<file path="src/rtl/fft_frame_scheduler_pkg.sv">
// Shared state encoding and default geometry for the FFT frame scheduler.
package fft_frame_scheduler_pkg;

  localparam int DEF_N_FFT  = 256;
  localparam int DEF_ADDR_W = 8;
  localparam int DEF_TO_CYC = 4096;
  localparam int DEF_CNT_W  = 16;

  typedef enum logic [2:0] {
    S_IDLE   = 3'd0,
    S_LOAD   = 3'd1,
    S_START  = 3'd2,
    S_RUN    = 3'd3,
    S_UNLOAD = 3'd4,
    S_ERR    = 3'd5
  } sched_state_e;

  // Working memory belongs to the FFT core only while it is being kicked off or running.
  function automatic logic fft_owns_mem(input sched_state_e s);
    return (s == S_START) || (s == S_RUN);
  endfunction

endpackage

</file>
<file path="src/rtl/fft_frame_scheduler_if.sv">
// Host-side streaming and memory-port bundle between host logic and the scheduler.
interface fft_frame_scheduler_if
  import fft_frame_scheduler_pkg::*;
#(
  parameter int ADDR_W = DEF_ADDR_W
);
  logic              iLOAD_VALID;
  logic              oLOAD_READY;
  logic              iUNLOAD_READY;
  logic              oUNLOAD_VALID;
  logic [ADDR_W-1:0] oADDR_HOST;
  logic              oWE_HOST;

  modport master (
    output iLOAD_VALID,
    output iUNLOAD_READY,
    input  oLOAD_READY,
    input  oUNLOAD_VALID,
    input  oADDR_HOST,
    input  oWE_HOST
  );

  modport slave (
    input  iLOAD_VALID,
    input  iUNLOAD_READY,
    output oLOAD_READY,
    output oUNLOAD_VALID,
    output oADDR_HOST,
    output oWE_HOST
  );
endinterface

</file>
<file path="src/rtl/fft_frame_scheduler_watchdog.sv">
// Run-phase watchdog: cleared on FFT start, counts while enabled, saturates at TO_CYC-1.
module fft_frame_scheduler_watchdog
  import fft_frame_scheduler_pkg::*;
#(
  parameter int TO_CYC = DEF_TO_CYC
) (
  input  logic clk_i,
  input  logic rst_i,
  input  logic clr_i,
  input  logic en_i,
  output logic first_o,
  output logic expired_o
);
  localparam int WD_W = (TO_CYC > 2) ? $clog2(TO_CYC) : 1;
  localparam logic [WD_W-1:0] LAST_CNT = WD_W'(TO_CYC - 1);

  logic [WD_W-1:0] cnt_q;
  logic [WD_W-1:0] cnt_d;

  always_comb begin
    cnt_d = cnt_q;
    if (clr_i) begin
      cnt_d = '0;
    end else if (en_i && (cnt_q != LAST_CNT)) begin
      cnt_d = cnt_q + WD_W'(1);
    end
  end

  always_ff @(posedge clk_i) begin
    if (rst_i) begin
      cnt_q <= '0;
    end else begin
      cnt_q <= cnt_d;
    end
  end

  // A zero count while running marks the first RUN cycle, where FFT-done is not trusted yet.
  assign first_o   = (cnt_q == '0);
  assign expired_o = (cnt_q == LAST_CNT);

endmodule

</file>
<file path="src/rtl/fft_frame_scheduler.sv">
// Frame sequencer: host load -> FFT start -> wait done -> host unload, with watchdog and frame count.
module fft_frame_scheduler
  import fft_frame_scheduler_pkg::*;
#(
  parameter int N_FFT  = DEF_N_FFT,
  parameter int ADDR_W = DEF_ADDR_W,
  parameter int TO_CYC = DEF_TO_CYC,
  parameter int CNT_W  = DEF_CNT_W
) (
  input  logic                 iCLK,
  input  logic                 iRESET,
  fft_frame_scheduler_if.slave host,
  input  logic                 iABORT,
  input  logic                 iFFT_RDY,
  output logic                 oSEL_FFT,
  output logic                 oFFT_START,
  output logic                 oBUSY,
  output logic                 oERR_TIMEOUT,
  output logic [CNT_W-1:0]     oFRAME_CNT
);
  localparam logic [ADDR_W-1:0] LAST_ADDR = ADDR_W'(N_FFT - 1);

  sched_state_e      state_q, state_d;
  logic [ADDR_W-1:0] cnt_q, cnt_d;
  logic [CNT_W-1:0]  frame_q, frame_d;
  logic              load_ready_q;
  logic              unload_valid_q;
  logic              sel_fft_q;
  logic              start_q;
  logic              busy_q;
  logic              err_q;

  logic              load_hs;
  logic              unload_hs;
  logic              abort_act;
  logic              wd_clr;
  logic              wd_en;
  logic              wd_first;
  logic              wd_expired;

  fft_frame_scheduler_watchdog #(
    .TO_CYC(TO_CYC)
  ) u_watchdog (
    .clk_i    (iCLK),
    .rst_i    (iRESET),
    .clr_i    (wd_clr),
    .en_i     (wd_en),
    .first_o  (wd_first),
    .expired_o(wd_expired)
  );

  assign abort_act = iABORT && (state_q != S_IDLE);
  assign load_hs   = host.iLOAD_VALID && load_ready_q;
  assign unload_hs = unload_valid_q && host.iUNLOAD_READY;

  always_comb begin
    state_d = state_q;
    cnt_d   = cnt_q;
    frame_d = frame_q;
    wd_clr  = 1'b0;
    wd_en   = 1'b0;
    unique case (state_q)
      S_IDLE: begin
        if (load_hs) begin
          cnt_d   = cnt_q + ADDR_W'(1);
          state_d = S_LOAD;
        end
      end
      S_LOAD: begin
        if (load_hs) begin
          if (cnt_q == LAST_ADDR) begin
            cnt_d   = '0;
            state_d = S_START;
          end else begin
            cnt_d = cnt_q + ADDR_W'(1);
          end
        end
      end
      S_START: begin
        wd_clr  = 1'b1;
        state_d = S_RUN;
      end
      S_RUN: begin
        wd_en = 1'b1;
        // Done beats expiry when both land in the same cycle.
        if (iFFT_RDY && !wd_first) begin
          state_d = S_UNLOAD;
        end else if (wd_expired) begin
          state_d = S_ERR;
        end
      end
      S_UNLOAD: begin
        if (unload_hs) begin
          if (cnt_q == LAST_ADDR) begin
            cnt_d   = '0;
            frame_d = frame_q + CNT_W'(1);
            state_d = S_IDLE;
          end else begin
            cnt_d = cnt_q + ADDR_W'(1);
          end
        end
      end
      S_ERR: begin
        state_d = S_ERR;
      end
      default: begin
        state_d = S_IDLE;
      end
    endcase
    if (abort_act) begin
      state_d = S_IDLE;
      cnt_d   = '0;
      frame_d = frame_q;
    end
  end

  // Outputs are registered from the next state so they line up with the state they describe.
  always_ff @(posedge iCLK) begin
    if (iRESET) begin
      state_q        <= S_IDLE;
      cnt_q          <= '0;
      frame_q        <= '0;
      load_ready_q   <= 1'b0;
      unload_valid_q <= 1'b0;
      sel_fft_q      <= 1'b0;
      start_q        <= 1'b0;
      busy_q         <= 1'b0;
      err_q          <= 1'b0;
    end else begin
      state_q        <= state_d;
      cnt_q          <= cnt_d;
      frame_q        <= frame_d;
      load_ready_q   <= (state_d == S_IDLE) || (state_d == S_LOAD);
      unload_valid_q <= (state_d == S_UNLOAD);
      sel_fft_q      <= fft_owns_mem(state_d);
      start_q        <= (state_d == S_START);
      busy_q         <= (state_d != S_IDLE);
      if (state_d == S_ERR) begin
        err_q <= 1'b1;
      end
    end
  end

  // An abort in LOAD cancels the beat, so the write strobe is withheld as well.
  assign host.oWE_HOST      = load_hs && !(iABORT && (state_q == S_LOAD));
  assign host.oLOAD_READY   = load_ready_q;
  assign host.oUNLOAD_VALID = unload_valid_q;
  assign host.oADDR_HOST    = cnt_q;
  assign oSEL_FFT           = sel_fft_q;
  assign oFFT_START         = start_q;
  assign oBUSY              = busy_q;
  assign oERR_TIMEOUT       = err_q;
  assign oFRAME_CNT         = frame_q;

endmodule
</file>
<file path="src/flat_wrapper.sv">
// flat-port wrapper written by rule: the top's interface ports become plain ports
module fft_frame_scheduler_flat import fft_frame_scheduler_pkg::*;
#(
  parameter int N_FFT  = DEF_N_FFT,
  parameter int ADDR_W = DEF_ADDR_W,
  parameter int TO_CYC = DEF_TO_CYC,
  parameter int CNT_W  = DEF_CNT_W
)
  (iCLK, iRESET, iABORT, iFFT_RDY, oSEL_FFT, oFFT_START, oBUSY, oERR_TIMEOUT, oFRAME_CNT, host_iLOAD_VALID, host_iUNLOAD_READY, host_oLOAD_READY, host_oUNLOAD_VALID, host_oADDR_HOST, host_oWE_HOST);
  fft_frame_scheduler_if #(.ADDR_W(ADDR_W)) host_i ();
  input  logic iCLK;
  input  logic iRESET;
  input  logic iABORT;
  input  logic iFFT_RDY;
  output logic oSEL_FFT;
  output logic oFFT_START;
  output logic oBUSY;
  output logic oERR_TIMEOUT;
  output logic [CNT_W-1:0] oFRAME_CNT;
  input wire logic [$bits(host_i.iLOAD_VALID)-1:0] host_iLOAD_VALID;
  input wire logic [$bits(host_i.iUNLOAD_READY)-1:0] host_iUNLOAD_READY;
  output wire logic [$bits(host_i.oLOAD_READY)-1:0] host_oLOAD_READY;
  output wire logic [$bits(host_i.oUNLOAD_VALID)-1:0] host_oUNLOAD_VALID;
  output wire logic [$bits(host_i.oADDR_HOST)-1:0] host_oADDR_HOST;
  output wire logic [$bits(host_i.oWE_HOST)-1:0] host_oWE_HOST;
  assign host_i.iLOAD_VALID = host_iLOAD_VALID;
  assign host_i.iUNLOAD_READY = host_iUNLOAD_READY;
  assign host_oLOAD_READY = host_i.oLOAD_READY;
  assign host_oUNLOAD_VALID = host_i.oUNLOAD_VALID;
  assign host_oADDR_HOST = host_i.oADDR_HOST;
  assign host_oWE_HOST = host_i.oWE_HOST;
  fft_frame_scheduler #(.N_FFT(N_FFT), .ADDR_W(ADDR_W), .TO_CYC(TO_CYC), .CNT_W(CNT_W)) u_core (.iCLK(iCLK), .iRESET(iRESET), .host(host_i), .iABORT(iABORT), .iFFT_RDY(iFFT_RDY), .oSEL_FFT(oSEL_FFT), .oFFT_START(oFFT_START), .oBUSY(oBUSY), .oERR_TIMEOUT(oERR_TIMEOUT), .oFRAME_CNT(oFRAME_CNT));
endmodule
</file>
<file path="config.mk">
export PLATFORM = sky130hd
export DESIGN_NAME = fft_frame_scheduler_flat
export DESIGN_NICKNAME = d
export VERILOG_FILES = /design/src/rtl/fft_frame_scheduler_pkg.sv /design/src/rtl/fft_frame_scheduler_if.sv /design/src/rtl/fft_frame_scheduler_watchdog.sv /design/src/rtl/fft_frame_scheduler.sv /design/src/flat_wrapper.sv
export SDC_FILE = /design/constraint.sdc
export NUM_CORES = 1
export LEC_CHECK = 0
export CAP_MARGIN = 5
export CORE_ASPECT_RATIO = 0.8
export CORE_MARGIN = 2
export CORE_UTILIZATION = 53
export CTS_CLUSTER_SIZE = 25
export DETAILED_ROUTE_END_ITERATION = 10
export PLACE_DENSITY_LB_ADDON = 0.1
export SKIP_LAST_GASP = 1
export SYNTH_ARGS = -nofsm -noshare
export SYNTH_HDL_FRONTEND = slang
export SYNTH_SLANG_ARGS = --single-unit
</file>
<file path="constraint.sdc">
create_clock -name iCLK -period 2.25 [get_ports iCLK]
set_input_delay 0.5625 -clock iCLK [delete_from_list [all_inputs] [get_ports iCLK]]
set_output_delay 0.5625 -clock iCLK [all_outputs]
set_load 0.02 [all_outputs]
</file>
---- Word-level counts from Yosys, hierarchy flattened ----
Index checks and enable logic that the tools add are counted.
storage, ports and cells
  register bits ........................... 45
  output and inout port bits .............. 31
  logic and storage cells ................. 67
operators by class
  add/sub/neg operators ................... 3
  equal/unequal tests ..................... 16
  multiplexer cells ....................... 16
  bitwise logic cells ..................... 1
  reductions and logical operators ........ 21
operator list
  cell                                           number
  2-to-1 mux 8 bit                               4
  2-to-1 mux 3 bit                               8
  one-hot mux 8 bit (3 select lines)             1
  one-hot mux 3 bit (6 select lines)             1
  adder 16 x 1 -> 16 bit, second input constant  1
  adder 12 x 1 -> 12 bit, second input constant  1
  == test 12 bit, second input constant          1
  == test 3 x 2 -> 1 bit, second input constant  4
  == test 3 bit, second input constant           4
  logical NOT 12 bit                             1
  != test 12 bit, second input constant          1
  nonzero test 3 bit                             3
  adder 8 x 1 -> 8 bit, second input constant    1
  == test 8 bit, second input constant           1
  AND reduction 4 bit                            2
  logical AND 1 bit                              7
  == test 3 x 1 -> 1 bit, second input constant  2
  logical NOT 3 bit                              2
  != test 2 x 1 -> 1 bit, second input constant  3
  OR reduction 2 bit                             2
  logical NOT 1 bit                              2
  logical OR 1 bit                               2
  2-to-1 mux 1 bit                               2
  inverter 1 bit                                 1

---- Logic depth before layout (Yosys ltp) ----
  word-level depth ........................ 8
  mapped depth ............................ 7

---- By module ----
Synthesis repeated with hierarchy kept, for this count alone.
second synthesis, totals
  cell total of the unflattened synthesis .. 275
  area total of the unflattened synthesis .. 2394.8 um^2
modules (own cells, without submodules)
  module                        instances  cells an instance  area an instance (um^2)
  fft_frame_scheduler           1          186                1636.6
  fft_frame_scheduler_watchdog  1          89                 758.2

---- Worst setup path before layout ----
Ideal clock, no wire load.
  kind .................................... register to register
  from .................................... register u_core.cnt_q[0], in the netlist u_core.host.oADDR_HOST[0]
  to ...................................... register u_core.frame_q[15], in the netlist u_core.oFRAME_CNT[15]
  setup time .............................. 0.121 ns
  arrival time ............................ 1.859 ns
  slack ................................... 0.270 ns
  stages on the path, launching flop included .. 7
  path buffers ............................ 0
  clock period less this slack ............ 1.980 ns
  cells stage by stage .................... dfxtp_1 -> ha_1 -> nand3_1 -> nor4_4 -> nand3_2 -> nor3_1 -> mux2_2
on the way
  word-level cells in the longest chain between the ends .. 2
RTL lines
  element                               line                        RTL
  start: declaration                    fft_frame_scheduler.sv:24   logic [ADDR_W-1:0] cnt_q, cnt_d;
  start signal: assignment              fft_frame_scheduler.sv:131  cnt_q <= cnt_d;
  == test 8 bit                         fft_frame_scheduler.sv:94   if (cnt_q == LAST_ADDR) begin
  AND reduction 4 bit (no source line)  -
  end signal: assignment                fft_frame_scheduler.sv:132  frame_q <= frame_d;
  end: declaration                      fft_frame_scheduler.sv:25   logic [CNT_W-1:0] frame_q, frame_d;
No other way between the ends.
A chain may end at the register's enable or synchronous reset.

---- Worst setup path after layout ----
  from .................................... input host_iLOAD_VALID
  to ...................................... output host_oWE_HOST
on the way
  word-level cells in the longest chain between the ends .. 2
RTL lines
  element             line                        RTL
  start: declaration  flat_wrapper.sv:20          input wire logic [$bits(host_i.iLOAD_VALID)-1:0] host_iLOAD_VALID;
  logical AND 1 bit   fft_frame_scheduler.sv:53   assign load_hs = host.iLOAD_VALID && load_ready_q;
  logical AND 1 bit   fft_frame_scheduler.sv:145  assign host.oWE_HOST = load_hs && !(iABORT && (state_q == S_LOAD));
  end: declaration    flat_wrapper.sv:25          output wire logic [$bits(host_i.oWE_HOST)-1:0] host_oWE_HOST;
No other way between the ends.

==> run metrics <==
delay-heaviest family, CP=buffers and inverters; maximum fanout along the worst path=2; Reg clk slew, reported paths=about 0.080 ns; number of CTS-inserted buffers=5; sw frac=0.232; worst hold path type=register to register; relative slew slack=0.710; clock group share of total power=0.337; largest area contributor in the netlist=dfxtp_1; Max Slew Vio Count=0; crit end category=output port; mux cell area share after synthesis=0.0190; diode count=0; grt total ovfl=0; Initial Util=0.543; core area=0.00413 mm2; Worst Clk Skew=between 0.01 and 0.015 ns; hpwl dp=around 3400 um; Vias=roughly 1,900; Total GRT Usage=0.209; Cell Pwr Density=roughly 490 mW/mm2; Yosys Warn Count=0; XOR/XNOR Fraction of Synth Area=0.113; Clock Sinks=45; Synth async-reset ratio=0; max layer used=met4; Synth Area in Compound Gates=0.0910; Yosys cell types=53; vias per cell=around 5.3; Post-synth EDFFs=0; Adder-Cell Fraction of Synth Area=0.0223; Post-Synth Simple-Gate Area=0.323; final hold viol count=0; initial antenna violation count=0; setup_tns=0 ns; Clock Tree Root=clkbuf_8; Internal Power=1.07 mW; synth top area cells=dfxtp_1 (40%), nor2_1 (7.7%), xor2_1 (5.9%), xnor2_1 (5.5%), nand4_1 (3.1%); CP required=1.69 ns; port bufs=36; synthesized area=~0.0022 mm2; DRT met1 WL=approximately 2400 um; Clock Path Buffers=2; first-pass GRT wire length=around 8300 um; final routed DRC violation total=0; routed wl met3=approximately 240 um; crit path from=host_iLOAD_VALID; Initial DRC Count=167; slowest stage cell, crit path=clkdlybuf4s50_1; Syn Inst Count=around 260; ys flop type=dfxtp_1; Pleak=around 1.1 nW; min Tclk post-route=2.15 ns; sw power=~0.32 mW; Die Y=roughly 62 um; CP max stage delay=0.48 ns; DIE AREA=around 0.0048 mm2; CP cell instances=clkdlybuf4s50_1 > nand2_1 > a31oi_1 > dlygate4sd2_1; Flop pwr share=0.586; maxcap violations=0; final WL=approximately 4600 um; fillers=around 350; DR WL/cell=roughly 13 um; std cell rows=21; cts hold-fix bufs=0; RSZ-0062 raised after global routing=false; Worst Setup Path Type=primary input to output port; crit path buf inv count=2; Seq cells post-synth=45; Synth Area per Inst=between 8 and 9 um2; Peak Freq=465 MHz; Ports=37; fin nets=~320; Synth top area share=0.402; CP Data Arrival Time=roughly 1.6 ns; gpl congestion=0.875; DR WL met2=1910 um; Hold Crit Start=u_core.oERR_TIMEOUT$_SDFFE_PP0N_; status=finished clean; Die W=~77 um; syn_nets=roughly 270; crit path launch type=primary input; P&R area growth vs syn=26.4%; Peak VDD IR=0.344 mV; CTS tree=yes; ratio of cells with drive above 1 in the final layout=0.130; H-Tree Depth=2; Worst Tran Pin Value=roughly 0.44 ns; Final Setup Violations=0; Pre-antenna DRT Iters=4; Final period util=0.955; Antenna Nets Post-Route=0; register area share after synthesis=0.402; combinational cell fraction of total power=0.077; vias in the first global route=between 1,500 and 2,000; reg-to-reg startpoint=u_core.host.oADDR_HOST[0]$_SDFFE_PP0P_; main combinational cell family by area after synthesis=simple AND/OR/NAND/NOR gates; Worst-Skew Late Latency=just under 0.3 ns; WHS=around 0.5 ns; largest net degree at the start of global routing=14
[synthesized netlist by cell type (all sizes together) (2+ instances only)]
library cell  instances
nand3                14
inv                   7
xnor2                14
and4                  2
and3                  7
o21ai                 2
nand3b                2
nand4                12
nor2b                 2
nor3                 10
buf                   4
or4                   3
ha                    4
xor2                 15
clkbuf                4
nor2                 46
mux2i                 2
or3                   4
nor4                  7
nand2                18
a21oi                10
mux2                  2
dfxtp                45
nand2b                2
[final cells by class]
class                   instances  area, um2  share of cell area
inverters                       7       26.3             0.00928
clock inverters                 1       8.76             0.00309
well taps                      57       71.3              0.0252
repair buffers                 52        479               0.169
clock buffers                   6       72.6              0.0256
multi-input cells             197       1270               0.450
flip-flops and latches         45        901               0.318
[cell families (layout without fill, tap and decap cells)]
kind of cell / after synthesis / in the layout
multiplexers: 4 / 4
adder cells (fa/ha/maj): 4 / 4
flip-flops: 45 / 45
AND/OR/NAND/NOR: 135 / 135
XOR/XNOR: 29 / 29
buffers and inverters: 15 / 66
AO/OA/AOI/OAI: 25 / 25
[path summary, 6_finish.rpt]
path / endpoint / slack [ns] / cells after the start
max reg2reg: u_core.oFRAME_CNT[14]$_SDFFE_PP0P_ / 0.23 / 7
max: host_oWE_HOST / 0.10 / 4
min reg2reg: u_core.oERR_TIMEOUT$_SDFFE_PP0N_ / 0.49 / 1
min: u_core.oERR_TIMEOUT$_SDFFE_PP0N_ / 0.49 / 1
[flip-flops by register name, summed over array words and instances, names as in the netlist]
name and cells:
u_core.host.oADDR_HOST 8, u_core.host.oLOAD_READY 1, u_core.host.oUNLOAD_VALID 1, u_core.oBUSY 1, u_core.oERR_TIMEOUT 1, u_core.oFFT_START 1, u_core.oFRAME_CNT 16, u_core.oSEL_FFT 1
u_core.state_q 3, u_core.u_watchdog.cnt_q 12
[cell usage in the layout (no fill, tap or decap), types with 3 or more instances in the layout]
| cell | n |
|---|---|
| nor3_1 | 10 |
| xnor2_1 | 14 |
| clkdlybuf4s50_1 | 35 |
| nor2_1 | 46 |
| or3_1 | 3 |
| nand3_1 | 13 |
| buf_4 | 16 |
| nor4_1 | 6 |
| ha_1 | 4 |
| and3_1 | 7 |
| dfxtp_1 | 45 |
| inv_1 | 7 |
| xor2_1 | 15 |
| a21oi_2 | 3 |
| clkbuf_8 | 5 |
| nand2_1 | 18 |
| a21oi_1 | 7 |
| nand4_1 | 11 |
[metrics by stage]
step | area, um2 | setup slack, ns | std cells | total power, mW | utilization
after floorplan | 2240 | 0.270 | 257 | 0.894 | -
after global placement | 2750 | -0.170 | 358 | 0.942 | 0.667
after detailed placement | 2750 | -0.179 | 358 | 0.942 | 0.667
after CTS | 2830 | 0.0931 | 365 | 1.41 | 0.687
after global routing | 2830 | 0.0445 | 365 | 1.46 | 0.687
final | 2830 | 0.101 | 365 | 1.39 | 0.687
[metal layers]
| layer | GRT usage | up-vias |
|---|---|---|
| met2 | 0.318 | 49 |
| met1 | 0.303 | 879 |
| met5 | 0 | - |
| met3 | 0.0407 | 4 |
| li1 | - | 1011 |
| met4 | 0.0545 | 0 |
[repair_timing]
item / 4_1_cts / 5_1_grt
endpoints found under the setup margin: 1 / 0
resized for setup: 1 / 0
setup buffers: 0 / 0
[power groups by stage]
stage          Clock [mW]  Sequential [mW]  Combinational (mW)
2_1_floorplan           0            0.834              0.0597
3_3_place_gp            0            0.834               0.107
3_5_place_dp            0            0.835               0.108
4_1_cts             0.483            0.816               0.108
5_1_grt             0.521            0.818               0.119
6_report            0.470            0.816               0.107
Power figures use the tool's default switching activity.
==> patch, RTL diff (same flow settings) <==
`DEF_ADDR_W`: 8 -> 9.
--- a/src/rtl/fft_frame_scheduler_pkg.sv
+++ b/src/rtl/fft_frame_scheduler_pkg.sv
@@ -2,7 +2,7 @@
 package fft_frame_scheduler_pkg;
 
   localparam int DEF_N_FFT  = 256;
-  localparam int DEF_ADDR_W = 8;
+  localparam int DEF_ADDR_W = 9;
   localparam int DEF_TO_CYC = 4096;
   localparam int DEF_CNT_W  = 16;
 
Interface: changed (resized host_oADDR_HOST); port bits go from 37 to 38. The function was not compared with the original's and may differ.
==> patch against the unedited design <==
Synthesized area up 1.2%. Sequential cell count is 1 higher. Register-to-register slack lost 0.16 ns. Global-route usage grew 0.46 points. Via count up 5.7%. Power increased by 3.0%. Worst setup slack worse by 0.055 ns. Synthesized cell count grew 1.2%. Routed wire length rose by 6.5%. Design area increased by 3.8%. Clock skew is 0.0058 ns lower. Critical path type unchanged. Critical endpoint unchanged.
==> patch: results (changes against the unedited design) <==
| Metric | Value |
|---|---|
| Largest stage delay, worst path | `0.50 ns (+0.02 ns)` |
| Final instance count without filler cells | `377 (+3.3%)` |
| Buffers outside the clock class | `59 (+13%)` |
| Clock buffers | `7 (+1)` |
| FF+latch count | `46 (+2.2%)` |
| Multi-Input Combinational | `200 (+1.5%)` |
| Post-Route WL | `4.93 mm (+6.5%)` |
| Number of H-tree levels | `2 (unchanged)` |
| Hold Crit Depth | `2 (+1)` |
| DP HPWL | `3.63 mm (+6.7%)` |
| Worst EP arrival | `1.64 ns (+0.05 ns)` |
| Inst Count DP | `369 (+3.1%)` |
| Sw frac | `0.223 (-0.00968)` |
| Commonest cells in the synthesized netlist | `dfxtp_1, nor2_1, xnor2_1, nand2_1, nand4_1` |
| Buffering overhead | `0.182 (+0.0125)` |
| Maximum VDD drop | `327 uV (-5.1%)` |
| P_seq | `825 uW (+1%)` |
| First-pass GRT wire length | `8.41 mm (+1.8%)` |
| Main area contributors after synthesis | `dfxtp_1, nor2_1, xnor2_1` |
| Register area share after synthesis | `0.406 (+0.00417)` |
| Clk tree area frac | `0.0311 (+0.00234)` |
| Synth Area in Adders | `0.0221 (-0.000259)` |
| Final-layout fill cell count | `377 (+6.8%)` |
| Vias in the first global route | `1,886 (+2.7%)` |
| Nets | `329 (+3.5%)` |
| Status | `complete, no violations` |
| Clock skew | `0.00626 ns (-0.00578 ns)` |
| Vias per cell | `5.45 (+2.3%)` |
| Post-Synthesis Cells | `260 (+1.2%)` |
| Post-synthesis area per instance | `8.72 sq um (about the same)` |
| Post-synthesis compound-gate area fraction | `0.0822 (-0.00878)` |
| Register area | `921 sq um (+2.2%)` |
| Placed instance area | `0.00285 sq mm (+3.5%)` |
| Leak pwr | `1.09 nW (+2.7%)` |
| Worst Tran Pin Value | `0.668 ns (+0.233 ns)` |
| Pwr dens | `488 mW/mm^2 (-0.77%)` |
| Layout cell share with drive strength beyond 1 | `0.122 (-0.00800)` |
| Area of the multi-input gates | `0.00130 sq mm (+1.9%)` |
| Xor/xnor share of the synthesized area | `0.108 (-0.00518)` |
| Drt initial violations | `92 (-45%)` |
| Synth cell types | `47 (-11%)` |
| Setup WS pre-CTS | `-0.291 ns (-0.112 ns)` |
| PortBufs | `37 (+2.8%)` |
| Net Count, Synth | `270 (+1.1%)` |
| Post-CTS Setup Bufs | `0 (unchanged)` |
| RD Place Congestion | `0.876 (+0.15%)` |
[patch: metal layers]
layer,GRT usage,vias up,part of all wire
met1,0.311,957,0.52
met4,0.0737,0,0.013
met2,0.311,41,0.42
li1,-,1049,-
met3,0.0477,7,0.046
met5,0,-,0
[patch: timing repair]
item	CTS	global route
pin swaps	0	1
gates resized for setup	2	3
endpoints found under the setup margin	2	5
[patch: cells by family after synthesis]
logic type	count (synthesis)
buf+inv	14
simple gates	136
compound gates	27
mux	5
fa+ha+maj	4
flops	46
xor+xnor	28
[patch: final timing paths]
check | startpoint | endpoint | slack [ns]
worst max register to register | u_core.u_watchdog.cnt_q[0] | u_core.host.oUNLOAD_VALID | 0.07
worst min register to register | u_core.oERR_TIMEOUT | u_core.oERR_TIMEOUT | 0.50
worst min-delay path | u_core.oERR_TIMEOUT | u_core.oERR_TIMEOUT | 0.50
worst max-delay path | host_iLOAD_VALID | host_oWE_HOST | 0.05
